==> config.mk <==
export PLATFORM = sky130hd
export DESIGN_NAME = sound_addr_gen_flat
export DESIGN_NICKNAME = d
export VERILOG_FILES = /design/src/rtl/sound_addr_gen_if.sv /design/src/rtl/sound_addr_gen.sv /design/src/flat_wrapper.sv
export SDC_FILE = /design/constraint.sdc
export NUM_CORES = 1
export LEC_CHECK = 0
export BUFFER_PORTS_ARGS = -buffer_cell sky130_fd_sc_hd__buf_2
export CORE_MARGIN = 2
export CORE_UTILIZATION = 50
export CTS_BUF_LIST = sky130_fd_sc_hd__clkbuf_8
export DETAILED_ROUTE_END_ITERATION = 10
export GPL_TIMING_DRIVEN = 1
export PLACE_DENSITY = 0.7
export SYNTH_ARGS = -nofsm -noshare
export SYNTH_HDL_FRONTEND = slang
export SYNTH_SLANG_ARGS = --single-unit
==> constraint.sdc <==
create_clock -name clk -period 3.7 [get_ports clk]
set_input_delay 0.185 -clock clk [delete_from_list [all_inputs] [get_ports clk]]
set_output_delay 0.185 -clock clk [all_outputs]
set_load 0.1 [all_outputs]
==> src/rtl/sound_addr_gen_if.sv <==
// sound_addr_gen_if: control/status bundle between game-event logic and the address generator
// master: tick, run_en, trig, stop, mode, start_addr, end_addr out; addr, active, done, wrap in
// slave : the mirror image, used by sound_addr_gen
interface sound_addr_gen_if #(
  parameter int ADDR_W = 8,
  parameter int NUM_CH = 2
);
  logic                     tick;
  logic                     run_en;
  logic [NUM_CH-1:0]        trig;
  logic [NUM_CH-1:0]        stop;
  logic [2*NUM_CH-1:0]      mode;
  logic [ADDR_W*NUM_CH-1:0] start_addr;
  logic [ADDR_W*NUM_CH-1:0] end_addr;
  logic [ADDR_W*NUM_CH-1:0] addr;
  logic [NUM_CH-1:0]        active;
  logic [NUM_CH-1:0]        done;
  logic [NUM_CH-1:0]        wrap;
  modport master (output tick, run_en, trig, stop, mode, start_addr, end_addr,
                  input  addr, active, done, wrap);
  modport slave  (input  tick, run_en, trig, stop, mode, start_addr, end_addr,
                  output addr, active, done, wrap);
endinterface

==> src/rtl/sound_addr_gen.sv <==
// sound_addr_gen: per-channel table address walker (one-shot / loop / ping-pong) driven by a slow tick
// clk, reset: clock and synchronous active-high reset
// bus: sound_addr_gen_if slave (channel k uses slice [k*W +: W] of every packed field)
module sound_addr_gen #(
  parameter int ADDR_W = 8,
  parameter int NUM_CH = 2
) (
  input  logic             clk,
  input  logic             reset,
  sound_addr_gen_if.slave  bus
);
  localparam logic [1:0] IDLE = 2'd0, UP = 2'd1, DOWN = 2'd2;
  for (genvar g = 0; g < NUM_CH; g++) begin : ch
    logic [1:0]        r_state, w_nstate, r_mode, w_mode;
    logic [ADDR_W-1:0] r_addr, r_start, r_end, w_naddr, w_s, w_e;
    logic              r_done, r_wrap, w_ndone, w_nwrap;
    logic              w_trig, w_stop, w_adv, w_hit, w_at_end, w_at_start, w_one, w_turn;
    assign w_s        = bus.start_addr[g*ADDR_W +: ADDR_W];
    assign w_e        = bus.end_addr[g*ADDR_W +: ADDR_W];
    assign w_mode     = bus.mode[g*2 +: 2];
    assign w_trig     = bus.trig[g];
    assign w_stop     = bus.stop[g];
    assign w_adv      = bus.tick && bus.run_en && r_state != IDLE;
    assign w_hit      = w_adv && !w_stop && !w_trig;
    assign w_at_end   = r_addr >= r_end;
    assign w_at_start = r_addr <= r_start;
    assign w_one      = r_mode == 2'b00;
    // ping-pong with a one-address window degenerates to loop, so it never turns down
    assign w_turn     = r_mode == 2'b10 && r_start != r_end;
    always_ff @(posedge clk) begin
      if (reset) begin
        r_state <= IDLE;
        r_addr  <= '0;
        r_done  <= 1'b0;
        r_wrap  <= 1'b0;
        r_start <= '0;
        r_end   <= '0;
        r_mode  <= 2'b00;
      end else begin
        r_state <= w_nstate;
        r_addr  <= w_naddr;
        r_done  <= w_ndone;
        r_wrap  <= w_nwrap;
        if (w_trig && !w_stop) begin
          r_start <= w_s;
          r_end   <= w_e > w_s ? w_e : w_s;
          r_mode  <= w_mode;
        end
      end
    end
    always_comb begin
      w_nstate = w_stop ? IDLE : w_trig ? UP : !w_adv ? r_state :
                 r_state == UP ? (!w_at_end ? UP : w_one ? IDLE : w_turn ? DOWN : UP) :
                 (w_at_start ? UP : DOWN);
    end
    always_comb begin
      w_naddr = w_stop ? r_addr : w_trig ? w_s : !w_adv ? r_addr :
                r_state == UP ? (!w_at_end ? r_addr + 1'b1 : w_one ? r_addr : w_turn ? r_end - 1'b1 : r_start) :
                (w_at_start ? r_start + 1'b1 : r_addr - 1'b1);
      w_ndone = w_hit && r_state == UP && w_at_end && w_one;
      w_nwrap = w_hit && (r_state == UP ? w_at_end && !w_one && !w_turn : w_at_start);
    end
    assign bus.addr[g*ADDR_W +: ADDR_W] = r_addr;
    assign bus.active[g]                = r_state != IDLE;
    assign bus.done[g]                  = r_done;
    assign bus.wrap[g]                  = r_wrap;
  end
endmodule
==> src/flat_wrapper.sv <==
// flat-port wrapper written by rule: the top's interface ports become plain ports
module sound_addr_gen_flat 
#(
  parameter int ADDR_W = 8,
  parameter int NUM_CH = 2
)
  (clk, reset, bus_tick, bus_run_en, bus_trig, bus_stop, bus_mode, bus_start_addr, bus_end_addr, bus_addr, bus_active, bus_done, bus_wrap);
  sound_addr_gen_if #(.ADDR_W(ADDR_W), .NUM_CH(NUM_CH)) bus_i ();
  input  logic clk;
  input  logic reset;
  input wire logic [$bits(bus_i.tick)-1:0] bus_tick;
  input wire logic [$bits(bus_i.run_en)-1:0] bus_run_en;
  input wire logic [$bits(bus_i.trig)-1:0] bus_trig;
  input wire logic [$bits(bus_i.stop)-1:0] bus_stop;
  input wire logic [$bits(bus_i.mode)-1:0] bus_mode;
  input wire logic [$bits(bus_i.start_addr)-1:0] bus_start_addr;
  input wire logic [$bits(bus_i.end_addr)-1:0] bus_end_addr;
  output wire logic [$bits(bus_i.addr)-1:0] bus_addr;
  output wire logic [$bits(bus_i.active)-1:0] bus_active;
  output wire logic [$bits(bus_i.done)-1:0] bus_done;
  output wire logic [$bits(bus_i.wrap)-1:0] bus_wrap;
  assign bus_i.tick = bus_tick;
  assign bus_i.run_en = bus_run_en;
  assign bus_i.trig = bus_trig;
  assign bus_i.stop = bus_stop;
  assign bus_i.mode = bus_mode;
  assign bus_i.start_addr = bus_start_addr;
  assign bus_i.end_addr = bus_end_addr;
  assign bus_addr = bus_i.addr;
  assign bus_active = bus_i.active;
  assign bus_done = bus_i.done;
  assign bus_wrap = bus_i.wrap;
  sound_addr_gen #(.ADDR_W(ADDR_W), .NUM_CH(NUM_CH)) u_core (.clk(clk), .reset(reset), .bus(bus_i));
endmodule
==> impl_summary.txt <==
----------------------------------------------------
[CTS]
  Hold buffer count at cts ... 0
  Clk Tree Root Cell ... sky130_fd_sc_hd__clkbuf_8
  H-tree lvl count ... 3
  Clock tree from TritonCTS ... yes
  Post-cts repair resize count ... 0
  TritonCTS Buffers ... 9
  Post-CTS setup repair buffer count ... 0
  Latest clock arrival within the worst-skew pair ... 0.35 ns
  Register clock-pin slew on the reported worst setup and hold paths ... 0.08 ns
  Clock net sink count ... 60
  Worst-case clock buffer depth ... 2

[Floorplan]
  Placeable core area ... 10700 µm²
  Die outline area ... 11800 µm²
  IO Count ... 66
  Die outline width ... 108 µm
  Effective utilization at floorplan ... 0.508
  Cell Rows ... 38
  Die H ... 108 µm

[Synthesis]
  Post-Synthesis Net Count ... 799
  Cell count after synthesis ... 699
  Fraction of synthesis flops using an asynchronous set or reset pin ... 0
  Count of warnings emitted by yosys ... 0
  Post-synthesis cell type count ... 67
  EDFF count, synth ... 0
  Register area share after synthesis ... 0.220
  FF+latch count, synth ... 60
  Cell area after synthesis ... 5460 µm²
  Avg Inst Size Synth ... 7.81 µm²
  Most used flip-flop cell after synthesis ... sky130_fd_sc_hd__dfxtp_1

[STA]
  Worst-case headroom to the max-slew limit ... 0.360
  Post-Route Hold Slack ... 0.0811 ns
  Setup Viol. Count Final ... 0
  Final hold viol count ... 0
  Clock Skews ... 0.0113 ns
  Final cycle utilization of the critical path ... 0.751
  Highest Clock Rate ... 360 MHz
  Final critical delay including setup and external delays ... 2.78 ns
  Final max-slew violation count ... 0
  Setup Total Neg Slack ... 0 ns
  Least-Margin Pin Slew ... 0.957 ns
  Setup repair after global routing missed its margin ... no

[Run status]
  Status ... complete, no violations

[Setup path]
  Data required, critical path ... 3.91 ns
  Critical path class ... reg -> reg
  Buffering stage count on the worst path with inverters included ... 1
  Startpoint of the worst register-to-register path ... u_core.ch[0].r_addr[0]
  Max incr delay on CP ... 0.53 ns
  Cell chain of the critical path ... inv_1 -> ha_1 -> nand2b_4 -> a2111oi_4 -> o31ai_4 -> a311o_1 -> a21o_1 -> a21boi_1 -> o22ai_1
  Number of logic stages on the critical path including buffering ... 9
  Crit path max-delay family ... compound AO/OA/AOI/OAI gates
  Arrival time of data at the critical path endpoint ... 2.99 ns
  Slowest cell on the critical path ... sky130_fd_sc_hd__dfxtp_1
  Reg2Reg Capture Point ... u_core.ch[0].r_addr[5]
  Worst setup startpoint ... u_core.ch[0].r_addr[0]
  Setup slack, reg-to-reg ... 0.92 ns
  Maximum fanout along the worst path ... 10
  Register-to-Register Path Depth ... 9
  Type of element launching the critical path ... register
  Termination of the worst setup path ... u_core.ch[0].r_addr[5]
  Kind of capture point of the worst setup path ... register

[Drt]
  Total number of vias ... 5285
  Detailed Route Iter0 Violations ... 466
  Number of nets still failing antenna checks after routing ... 0
  Average detailed-routed wire length per instance ... 17.3 µm
  Final wirelength ... 15400 µm
  Number of design rule violations left after detail routing ... 0
  Vias per cell ... 5.96
  Number of iterations in the first detailed-routing pass ... 5

[GRT]
  Overall fraction of global-route tracks in use ... 0.267
  Global-route wire length before repair ... 24800 µm
  Number of global-route vias before repair ... 4933
  Pin count of the biggest net entering global routing ... 38
  Residual overflow from global routing ... 0
  Antenna violations before repair ... 0

[Layout]
  Fraction of layout cells with a size suffix above 1 ... 0.146
  Antenna diodes ... 0
  Most frequent standard cell in the layout excluding fill and tap cells ... sky130_fd_sc_hd__nand2_1
  Layout Cells excl Fill ... 887
  Total number of nets in the final design ... 842
  Leading cell types in the layout, fill and taps excluded ... sky130_fd_sc_hd__nand2_1 (66), sky130_fd_sc_hd__buf_2 (65), sky130_fd_sc_hd__dfxtp_1 (60)
  Relative area change from synthesis to final layout ... 10.3%

[Hold path]
  Hold WC Path Type ... in -> reg

[Place]
  Detail Placement HPWL ... 11800 µm
  Cell total after placement ... 871
  Count of input and output buffers ... 65
  Placer Congestion ... 0.957

[Run]
  Max Cap Violations ... 0

[Pwr]
  Final Power ... 2130 µW
  Peak ir drop on the vdd network ... 0.000139 V
  Lkg Pwr ... 0.00265 µW
  Areal power density over the cells ... 353 nW/µm²

----------------------------------------------------
[synthesized netlist by cell type, drive strengths merged, types with 3 or more instances]
cell type | count | share of area
a311oi | 3 | 0.0048
o211ai | 6 | 0.0083
o21ai | 36 | 0.033
nand3 | 26 | 0.024
o311ai | 3 | 0.0048
nor2 | 35 | 0.024
and4 | 3 | 0.0048
and3 | 4 | 0.0046
a211oi | 8 | 0.011
a32oi | 3 | 0.0048
a22oi | 3 | 0.0041
o31ai | 3 | 0.0066
inv | 58 | 0.040
or2 | 5 | 0.0057
nor2b | 8 | 0.0092
ha | 56 | 0.13
clkbuf | 30 | 0.021
a211o | 3 | 0.0048
nand2b | 10 | 0.013
mux2i | 43 | 0.079
nand2 | 66 | 0.045
o21a | 4 | 0.0055
nor3 | 11 | 0.010
or4 | 3 | 0.0041
a21o | 3 | 0.0041
a21boi | 5 | 0.0069
dfxtp | 60 | 0.22
nor4 | 9 | 0.013
xnor2 | 35 | 0.056
nand4 | 12 | 0.014
o22ai | 8 | 0.0092
buf | 15 | 0.016
a21oi | 58 | 0.054
xor2 | 28 | 0.045
a31oi | 9 | 0.010
[routing by layer]
metal  part of all wire  GRT usage
met3              0.088     0.0410
met1               0.48      0.402
met2               0.41      0.375
met4              0.020      0.107
met5                  0          0
[power by group]
group          switching, µW  leakage, µW  internal [µW]
sequential              73.8     0.000492            682
clock                    278    0.0000848            238
combinational            520      0.00208            333
[registers in the layout, summed over array words and instances (netlist names)]
register           count
u_core.ch.r_state      4
u_core.ch.r_wrap       2
u_core.ch.r_done       2
u_core.ch.r_mode       4
u_core.ch.r_end       16
u_core.ch.r_start     16
u_core.ch.r_addr      16
[metrics by stage]
| step | utilization | setup slack [ns] | cell area (µm²) |
|---|---|---|---|
| after floorplan | - | 0.338 | 5460 |
| after global placement | 0.545 | 1.07 | 5850 |
| after detailed placement | 0.545 | 0.977 | 5850 |
| after CTS | 0.560 | 0.961 | 6020 |
| after global routing | 0.560 | 0.829 | 6020 |
| final | 0.560 | 0.920 | 6020 |
[worst min-delay path, cell delays in order]
cell and delay, ns:
sky130_fd_sc_hd__buf_2 0.10, sky130_fd_sc_hd__nand2_1 0.05, sky130_fd_sc_hd__a21oi_1 0.05
[worst min-delay path by stage]
stage / from / endpoint / slack, ns / cells after the start
floorplan: bus_stop[1] / u_core.ch[1].r_state[0] / 0.26 / 1
global placement: bus_mode[0] / u_core.ch[0].r_mode[0] / 0.44 / 3
detailed placement: bus_mode[3] / u_core.ch[1].r_mode[1] / 0.45 / 3
CTS: bus_mode[1] / u_core.ch[0].r_mode[1] / 0.07 / 3
global route: bus_mode[1] / u_core.ch[0].r_mode[1] / 0.07 / 3
finish: bus_mode[1] / u_core.ch[0].r_mode[1] / 0.08 / 3
[cell families after synthesis]
logic type	count (synthesis)	synth area share
adders and majority gates	56	0.128
muxes	44	0.0809
xor gates and xnor gates	63	0.101
and+or+nand+nor	197	0.178
AOI/OAI and AO/OA	176	0.215
buffers and inverters	103	0.0766
DFF	60	0.220
[area by class of cell]
| cell class | instances | area, µm² |
|---|---|---|
| well taps | 140 | 175 |
| flip-flops and latches | 60 | 1200 |
| clock inverters | 7 | 43.8 |
| fillers | 1044 | 4730 |
| inverters | 58 | 218 |
| repair buffers | 77 | 415 |
| multi-input cells | 536 | 3840 |
| clock buffers | 9 | 124 |
No activity file was read; power rests on OpenSTA's default activity.
